### src/rtl/feature_packer_if.sv
// Serial feature stream in, packed vector strobe out.
interface feature_packer_if #(
  parameter int CL_IN = 8,
  parameter int N     = 3,
  parameter int IW    = $clog2(CL_IN)
);
  logic [N-1:0]       d_in;
  logic               en_in;
  logic               last_in;
  logic [CL_IN*N-1:0] d_out;
  logic               en_out;
  logic               pad_out;
  logic [IW-1:0]      idx_out;

  modport master (
    output d_in, en_in, last_in,
    input  d_out, en_out, pad_out, idx_out
  );

  modport slave (
    input  d_in, en_in, last_in,
    output d_out, en_out, pad_out, idx_out
  );
endinterface

### src/rtl/feature_packer.sv
// Packs CL_IN serial N-bit features into one vector for multi_adder,
// with early close via last_in and zero padding of the unfilled tail.
module feature_packer #(
  parameter int CL_IN = 8,
  parameter int N     = 3
) (
  input  logic              clk,
  input  logic              rst,
  feature_packer_if.slave   bus
);
  localparam int IW = $clog2(CL_IN);
  localparam int W  = CL_IN * N;
  localparam logic [IW-1:0] LAST = IW'(CL_IN - 1);

  localparam logic [0:0] EMPTY = 1'b0;
  localparam logic [0:0] FILL  = 1'b1;

  logic [0:0]    state;
  logic [IW-1:0] idx;
  logic [W-1:0]  buf_q;
  logic [W-1:0]  merged;
  logic          close;

  assign close = bus.en_in && (idx == LAST || bus.last_in);

  // Buffer is cleared on close, so slots above idx are already zero.
  always_comb begin
    merged = (state == FILL) ? buf_q : '0;
    merged[idx*N +: N] = bus.d_in;
  end

  always_ff @(posedge clk) begin
    if (rst) begin
      state       <= EMPTY;
      idx         <= '0;
      buf_q       <= '0;
      bus.d_out   <= '0;
      bus.en_out  <= 1'b0;
      bus.pad_out <= 1'b0;
    end else begin
      bus.en_out  <= 1'b0;
      bus.pad_out <= 1'b0;
      if (bus.en_in) begin
        if (close) begin
          bus.d_out   <= merged;
          bus.en_out  <= 1'b1;
          bus.pad_out <= (idx != LAST);
          idx         <= '0;
          buf_q       <= '0;
          state       <= EMPTY;
        end else begin
          buf_q <= merged;
          idx   <= idx + 1'b1;
          state <= FILL;
        end
      end
    end
  end

  assign bus.idx_out = idx;
endmodule

### src/flat_wrapper.sv
// flat-port wrapper written by rule: the top's interface ports become plain ports
module feature_packer_flat 
#(
  parameter int CL_IN = 8,
  parameter int N     = 3
)
  (clk, rst, bus_d_in, bus_en_in, bus_last_in, bus_d_out, bus_en_out, bus_pad_out, bus_idx_out);
  feature_packer_if #(.CL_IN(CL_IN), .N(N)) bus_i ();
  input  logic clk;
  input  logic rst;
  input wire logic [$bits(bus_i.d_in)-1:0] bus_d_in;
  input wire logic [$bits(bus_i.en_in)-1:0] bus_en_in;
  input wire logic [$bits(bus_i.last_in)-1:0] bus_last_in;
  output wire logic [$bits(bus_i.d_out)-1:0] bus_d_out;
  output wire logic [$bits(bus_i.en_out)-1:0] bus_en_out;
  output wire logic [$bits(bus_i.pad_out)-1:0] bus_pad_out;
  output wire logic [$bits(bus_i.idx_out)-1:0] bus_idx_out;
  assign bus_i.d_in = bus_d_in;
  assign bus_i.en_in = bus_en_in;
  assign bus_i.last_in = bus_last_in;
  assign bus_d_out = bus_i.d_out;
  assign bus_en_out = bus_i.en_out;
  assign bus_pad_out = bus_i.pad_out;
  assign bus_idx_out = bus_i.idx_out;
  feature_packer #(.CL_IN(CL_IN), .N(N)) u_core (.clk(clk), .rst(rst), .bus(bus_i));
endmodule
### config.mk
export PLATFORM = sky130hd
export DESIGN_NAME = feature_packer_flat
export DESIGN_NICKNAME = d
export VERILOG_FILES = /design/src/rtl/feature_packer_if.sv /design/src/rtl/feature_packer.sv /design/src/flat_wrapper.sv
export SDC_FILE = /design/constraint.sdc
export NUM_CORES = 1
export LEC_CHECK = 0
export BUFFER_PORTS_ARGS = -buffer_cell sky130_fd_sc_hd__buf_2
export CORE_MARGIN = 4
export CORE_UTILIZATION = 40
export CTS_CLUSTER_SIZE = 10
export DETAILED_ROUTE_END_ITERATION = 16
export SLEW_MARGIN = 20
export SYNTH_ARGS = -nofsm -noshare
export SYNTH_HDL_FRONTEND = slang
export SYNTH_SLANG_ARGS = --single-unit
### constraint.sdc
create_clock -name clk -period 2.8 [get_ports clk]
set_input_delay 0.56 -clock clk [delete_from_list [all_inputs] [get_ports clk]]
set_output_delay 0.56 -clock clk [all_outputs]
set_load 0.01 [all_outputs]
After elaboration in Yosys (flattened, before gate mapping)
Cells that the tools add are included.

word-level totals
  bits in registers = 54
  latch bits = 0
  RAM bits = 0
  memory bits (read-only) = 0
  input port bits = 7
  output and inout bits = 29
  word-level logic and storage cells = 26
  memories = 0

operators by class
  add/sub/neg operators = 2
  $mul = 1
  div/mod/pow operators = 0
  $lt $le $gt $ge = 0
  equal/unequal tests = 2
  shifts and indexed selects = 2
  muxes and demuxes = 6
  bitwise operators = 2
  reductions and logical operators = 5

operators by type and width
  kind                                                   number
  2-to-1 mux 24 bit                                      2
  negation 5 -> 34 bit                                   1
  variable shift 3 x 34 -> 24 bit, first input constant  1
  indexed part select 3 x 34 -> 24 bit                   1
  bitwise mux 24 bit                                     1
  multiplier 3 x 2 -> 5 bit, second input constant       1
  adder 3 x 1 -> 3 bit, second input constant            1
  equality test 3 bit, second input constant             1
  2-to-1 mux 3 bit                                       1
  != test 3 bit, second input constant                   1
  OR reduction 3 bit                                     1
  2-to-1 mux 1 bit                                       2
  NOT 1 bit                                              2
  AND reduction 2 bit                                    1
  OR reduction 2 bit                                     1
  logical AND 1 bit                                      1
  logical OR 1 bit                                       1

Longest topological paths before layout
Gate-level depths: netlist (run 1).

  depth in word-level cells = 5
  gate-level depth with buffers = 9
  gate-level depth less buffers = 6

Worst setup path after synthesis (run 1)
No wires, ideal clock.

  kind = register to register
  start = register u_core.idx[0] (netlist: u_core.bus.idx_out[0])
  end = register u_core.buf_q[12]
  library setup time = 0.117 ns
  arrival time = 1.918 ns
  required time = 2.683 ns
  setup slack = 0.765 ns
  stages on the path, launching flop included = 9
  path buffers = 2
  clock period less this slack = 2.035 ns
  cell sequence = dfxtp_1 > buf_2 > inv_1 > ha_1 > buf_2 > or3b_4 > a21boi_4 > o21ai_2 > a32o_1

on the way
  word-level cells in the longest chain between the ends = 5
  elaborated cells on any way between the ends = 9
  classes of those cells = add/sub (1); mul (1); eq/ne (1); shift (2); mux (2); reduce/logical (2)

RTL lines
  element                                                                                  RTL line              text
  start: declaration                                                                       feature_packer.sv:19  logic [IW-1:0] idx;
  start signal: assignment                                                                 feature_packer.sv:53  idx <= idx + 1'b1;
  multiplier 3 x 2 -> 5 bit                                                                feature_packer.sv:29  merged[idx*N +: N] = bus.d_in;
  negation 5 -> 34 bit                                                                     feature_packer.sv:29
  indexed part select 3 x 34 -> 24 bit or variable shift 3 x 34 -> 24 bit (tied branches)  feature_packer.sv:29
  bitwise mux 24 bit                                                                       feature_packer.sv:29
  2-to-1 mux 24 bit (*)                                                                    feature_packer.sv:44  if (close) begin
  end signal: assignment                                                                   feature_packer.sv:52  buf_q <= merged;
  end: declaration                                                                         feature_packer.sv:20  logic [W-1:0] buf_q;

Mark *: on every way between the ends. The rest lies on a longest branch, timed or not.
A chain may end at the register's enable or synchronous reset.

Final worst setup path (run 1)
  start = register u_core.idx[0] (netlist: u_core.bus.idx_out[0])
  end = register u_core.bus.d_out[12]

on the way
  word-level cells in the longest chain between the ends = 4
  elaborated cells on any way between the ends = 9
  classes of those cells = add/sub (1); mul (1); eq/ne (1); shift (2); mux (1); reduce/logical (3)

RTL lines
  element                                                             RTL line                                    text
  multiplier 3 x 2 -> 5 bit or equality test 3 bit (tied branches)    feature_packer.sv:29, feature_packer.sv:24
  negation 5 -> 34 bit or logical OR 1 bit (tied branches)            feature_packer.sv:29, feature_packer.sv:24
  indexed part select 3 x 34 -> 24 bit, or another cell as far along  feature_packer.sv:29
  bitwise mux 24 bit or AND reduction 2 bit (tied branches)           n/a
  end signal: assignment                                              feature_packer.sv:45                        bus.d_out <= merged;
  end: declaration                                                    feature_packer_if.sv:22                     output d_out, en_out, pad_out, idx_out

Parallel ways exist; a longest one is shown, timed or not.

==> results of run 1 <==
cells in the mapped netlist (all sizes together):
cell     instances  area share
nand3           32       0.066
nor3             3      0.0062
a21o             1      0.0031
a311oi          19       0.069
a21oi            7       0.027
inv              2      0.0031
ha               4       0.021
buf             14       0.029
nand2b           7       0.018
o21ai            9       0.022
mux2i            1      0.0041
or3b             1      0.0046
o2bb2ai         12       0.043
nand3b           6       0.019
a21boi           1      0.0077
nor2b            2      0.0052
a211o            1      0.0036
a211oi           5       0.020
clkbuf           8       0.012
and3             1      0.0026
nor2            32       0.049
xnor2            2      0.0072
a31oi            1      0.0026
or2              3      0.0077
dfxtp           54        0.45
xor2             1      0.0036
a32o            12       0.049
and2             5       0.013
nor4b            1      0.0098
nand2           17       0.027
cells by family after synthesis:
group / synth area share
AND/OR/NAND/NOR: 0.228
adder cells (fa/ha/maj): 0.0206
AO/OA/AOI/OAI: 0.246
multiplexers: 0.00412
flip-flops: 0.445
XOR/XNOR: 0.0108
buffers and inverters: 0.0448
per-layer routing:
metal  global-route usage  routed length (um)  vias up
met5                    0                   0        -
met2                0.278                2760       30
met3               0.0384                 192        5
met4               0.0374                  52        0
met1                0.212                2690      973
li1                     -                   -     1025
sequential cells by signal, summed over array words and instances, names as in the netlist:
register,flops
u_core.bus.pad_out,1
u_core.bus.d_out,24
u_core.bus.idx_out,3
u_core.buf_q,24
u_core.bus.en_out,1
u_core.state,1
area by class of cell:
type,instances,share of cell area
timing repair buffer,39,0.0798
inverter,2,0.00275
multi-input combinational,186,0.457
clock buffer,6,0.0303
sequential,54,0.396
tap,75,0.0344
power breakdown:
part | total (mW) | switching, mW | internal (mW) | leakage, nW
clock network | 0.433 | 0.241 | 0.192 | 0.0431
registers | 0.813 | 0.0193 | 0.793 | 0.440
logic | 0.192 | 0.122 | 0.0694 | 0.476
total | 1.44 | 0.382 | 1.05 | 0.959
worst paths after layout:
| check | endpoint | slack, ns | cells past startpoint |
|---|---|---|---|
| setup / recovery | u_core.bus.d_out[12] | 0.54 | 7 |
| hold / removal | u_core.buf_q[20] | 0.47 | 1 |
| setup reg to reg | u_core.bus.d_out[12] | 0.54 | 7 |
| hold reg to reg | u_core.buf_q[20] | 0.47 | 1 |
worst max-delay path, cell delays in order (launching register included):
cell,delay [ns]
dfxtp_1,0.57
ha_1,0.33
ha_1,0.29
nor2_1,0.13
nor2b_4,0.28
buf_12,0.23
nor2_1,0.05
a311oi_1,0.27
cells in the final DEF (no fill, tap or decap), types with 3 or more instances in the layout:
cell type,count
a211oi_1,3
a21oi_1,3
a311oi_1,19
a32o_1,12
and2_1,5
buf_2,35
buf_4,3
clkbuf_8,6
dfxtp_1,54
ha_1,4
nand2_1,16
nand2b_1,7
nand3_1,32
nand3b_1,6
nor2_1,32
nor3_1,3
o21ai_1,6
o2bb2ai_1,12
==> metrics.cfg, run 1 <==
[worst_setup_path]
startpoint_type=flip-flop
endpoint_kind=flip-flop
path_class=flip-flop to flip-flop
cp.required_ns=3.00
rr_startpoint=u_core.bus.idx_out[0]
worst-path-max-fanout=38
cp.arrival_ns=2.46
crit_start=u_core.bus.idx_out[0]

[layout]
final_util=0.461
register_area_um2=1080
area_delta_synth_final_pct=12.4
antenna_cells=0
fillCellCount=617
instances_no_fill=362
drive_above_1_share=0.206
multi_input_area_um2=1250
final_area_um2=2730
nets=299

[logic_synthesis]
ys_ff_latch=54
yosys_warnings=0
yosysSeqAreaShare=0.445
synth_nets=275
synth.distinct_cells=39
syn_area_um2=2430
syn_avg_cell_area_um2=9.20
syn_inst=264

[placement]
port_buffers=35
place_congestion=0.794
dp_hpwl_mm=3.86
place_inst=356
dp_slack_ns=0.534
post_dp_cell_area_um2=2650

[timing]
setup_viol=0
fin_crit_sh=0.808
max_clock_freq_mhz=442
drv_slew=0
worst_pin_slew_ns=0.645
layout_setup_ws_ns=0.537
timing.slew.headroom=0.570
rsz0062_at_grt=false
fin_skew_ns=0.00579
final_hold_viol_count=0
fin_setup_tns_ns=0
period_minus_slack_ns=2.26
finalHoldWorstSlack_ns=0.469

[power_and_ir_drop]
p_leak_nw=0.959
power.density_nw_per_um2=526
vdd_drop_max_mv=0.175
fin_total_pwr_mw=1.44

[clocking]
cts_buffer_depth=2
clk-insertion-delay-late_ns=0.30
cts-htree-levels=2
cts_buffers=5
hold_buffers=0
cts_tree=built
postCtsSetupBuffers=0
clk_pin_slew_worst_paths_ns=0.09
cts_root_buffer=clkbuf_8
cts_num_sinks=54
cts-resized-gates=0

[floorplanning]
fp.coreArea_um2=5920
ios=36
rows=28
start_util=0.410
die-area_um2=7380
die_y_um=85.9
die_x_um=85.9

[hold_path]
hp-class=flip-flop to flip-flop
min_from=u_core.buf_q[20]

[routing]
finalWirelength_mm=5.69
drt-vias-per-instance=5.62
wl_per_cell_um=15.7
drt_iter0_markers=85
drtPass1Iterations=4
num_vias=2033
drc=0
ant_nets=0

[outcome]
status=finished, final reports clean

[grt]
grt_pass1_wl_mm=9.76
grt_antenna_before_repair=0
grt_max_degree=39
overflow=0
grt_pass1_vias=1945
grtUsageTotal=0.164

[flow_run]
drv_cap=0

No activity file was read; power rests on OpenSTA's default activity.
==> inputs of run 2 (changes only) <==
clock period = 1.95 ns   (was 2.8 ns; I/O delays follow)
==> run 2 against run 1 <==
Net effect: via count is 2.3% higher; critical path depth is 1 lower; wire length is 4.3% higher; flip-flop and latch count stayed put; total power is 55% higher; count of clock-buffer cells in the layout is 1 higher; hold slack worse by 0.052 ns; setup slack worse by 0.44 ns; largest power group unchanged; highest routed layer unchanged.
==> metrics.cfg, run 2 (synthesis gave the netlist of run 1 again) <==
[worst_setup_path]
path_class=flip-flop to flip-flop
slowest_stage=dfxtp_1
cp.required_ns=2.20
cp.arrival_ns=2.10
worst-path-max-fanout=8
startpoint_type=flip-flop
critPathMostFrequentCell=ha_1
crit_family=simple AND/OR/NAND/NOR gates
endpoint_kind=flip-flop
max_stage_delay_ns=0.36
crit_buf_inv=0
crit_chain=ha_1, ha_1, nor4b_4, nand2_2, o21ai_1, a32o_1

[routing]
ant_nets=0
drt_iter0_markers=88
finalWirelength_mm=5.94
num_vias=2080
drt-vias-per-instance=5.50
drtPass1Iterations=4
drc=0
wl_per_cell_um=15.7

[clocking]
cts_buffer_depth=2
cts-htree-levels=2
cts_buffers=5
cts_num_sinks=54
cts_root_buffer=clkbuf_8
cts_tree=built
hold_buffers=0
clk_pin_slew_worst_paths_ns=0.09
clk-insertion-delay-late_ns=0.30

[power_and_ir_drop]
switchingPower_mw=0.568
p_int_mw=1.66
switching_share=0.255
seqPwrFrac=0.521
clkPwrFrac=0.331
combPwrFrac=0.147
vdd_drop_max_mv=0.291
p_leak_nw=1.05
power.density_nw_per_um2=770
fin_total_pwr_mw=2.22

[timing]
final_hold_viol_count=0
period_minus_slack_ns=1.85
fin_crit_sh=0.951
layout_setup_ws_ns=0.0953
fin_skew_ns=0.00430
rsz0062_at_grt=true
timing.slew.headroom=0.778
max_clock_freq_mhz=539
setup_viol=0
drv_slew=0
worst_pin_slew_ns=0.333

[floorplanning]
fp.coreArea_um2=5920
rows=28
ios=36
start_util=0.410
die_y_um=85.9
die_x_um=85.9
die-area_um2=7380

[layout]
nets=313
drive_above_1_share=0.257
fillCellCount=587
multi_input_area_um2=1260
layout_common_cells=dfxtp_1, buf_2, nand3_1
register_area_um2=1080
layout_commonest_cell=dfxtp_1
antenna_cells=0
area_delta_synth_final_pct=19.0
final_area_um2=2890

[placement]
place_congestion=0.788
dp_hpwl_mm=4.03
dp_slack_ns=0.0823
port_buffers=35
post_dp_cell_area_um2=2730

[grt]
grtUsageTotal=0.163
grt_pass1_wl_mm=9.74
grt_pass1_vias=2061
overflow=0
grt_antenna_before_repair=0
grt_max_degree=47

[outcome]
status=finished, final reports clean

[hold_path]
hp-class=primary input to flip-flop

[flow_run]
drv_cap=0

[run 2: final cells by class]
type,count,share of cell area
clock buffer,7,0.0264
clock inverter,1,0.0104
inverter,2,0.00260
multi-input combinational,186,0.436
sequential,54,0.374
tap,75,0.0325
timing repair buffer,53,0.118
[run 2: tightest hold or removal path: cells and delay by family]
kind / cells / cell delay, ns
AO/OA/AOI/OAI: 1 / 0.06
buffers and inverters: 1 / 0.15
AND/OR/NAND/NOR: 1 / 0.08
[run 2: metrics by stage]
| stage | util | std cells | hold WS (ns) | TNS [ns] |
|---|---|---|---|---|
| final | 0.488 | 378 | 0.417 | 0 |
| after floorplan | - | 264 | 0.432 | 0 |
| after global routing | 0.488 | 378 | 0.432 | -0.100 |
| after global placement | 0.462 | 368 | 0.450 | 0 |
| after detailed placement | 0.462 | 368 | 0.450 | 0 |
| after CTS | 0.480 | 376 | 0.405 | 0 |
[run 2: final timing paths]
check                                      startpoint                    end  slack, ns  cells past startpoint
worst max-delay path            u_core.bus.idx_out[1]        u_core.buf_q[2]        0.1                      6
worst max register to register  u_core.bus.idx_out[1]        u_core.buf_q[2]        0.1                      6
worst min register to register       u_core.buf_q[15]       u_core.buf_q[15]       0.47                      1
worst min-delay path                        bus_en_in  u_core.bus.idx_out[2]       0.42                      3
[run 2: what timing repair did]
action                                  4_1_cts  5_1_grt
endpoints found under the setup margin        0       10
resized for setup                             0        4
setup buffers                                 0        1
[run 2: power by group through the flow]
stage,Combinational (mW),Sequential [mW],Clock [mW]
2_1_floorplan,0.185,1.20,0
3_3_place_gp,0.315,1.19,0
3_5_place_dp,0.315,1.19,0
4_1_cts,0.316,1.16,0.756
5_1_grt,0.360,1.17,0.791
6_report,0.327,1.16,0.737
[run 2: routing by layer]
metal | global-route usage | part of all wire | vias up
li1 | - | - | 1052
met1 | 0.208 | 0.47 | 981
met5 | 0 | 0 | -
met3 | 0.0346 | 0.041 | 8
met2 | 0.280 | 0.48 | 39
met4 | 0.0432 | 0.012 | 0
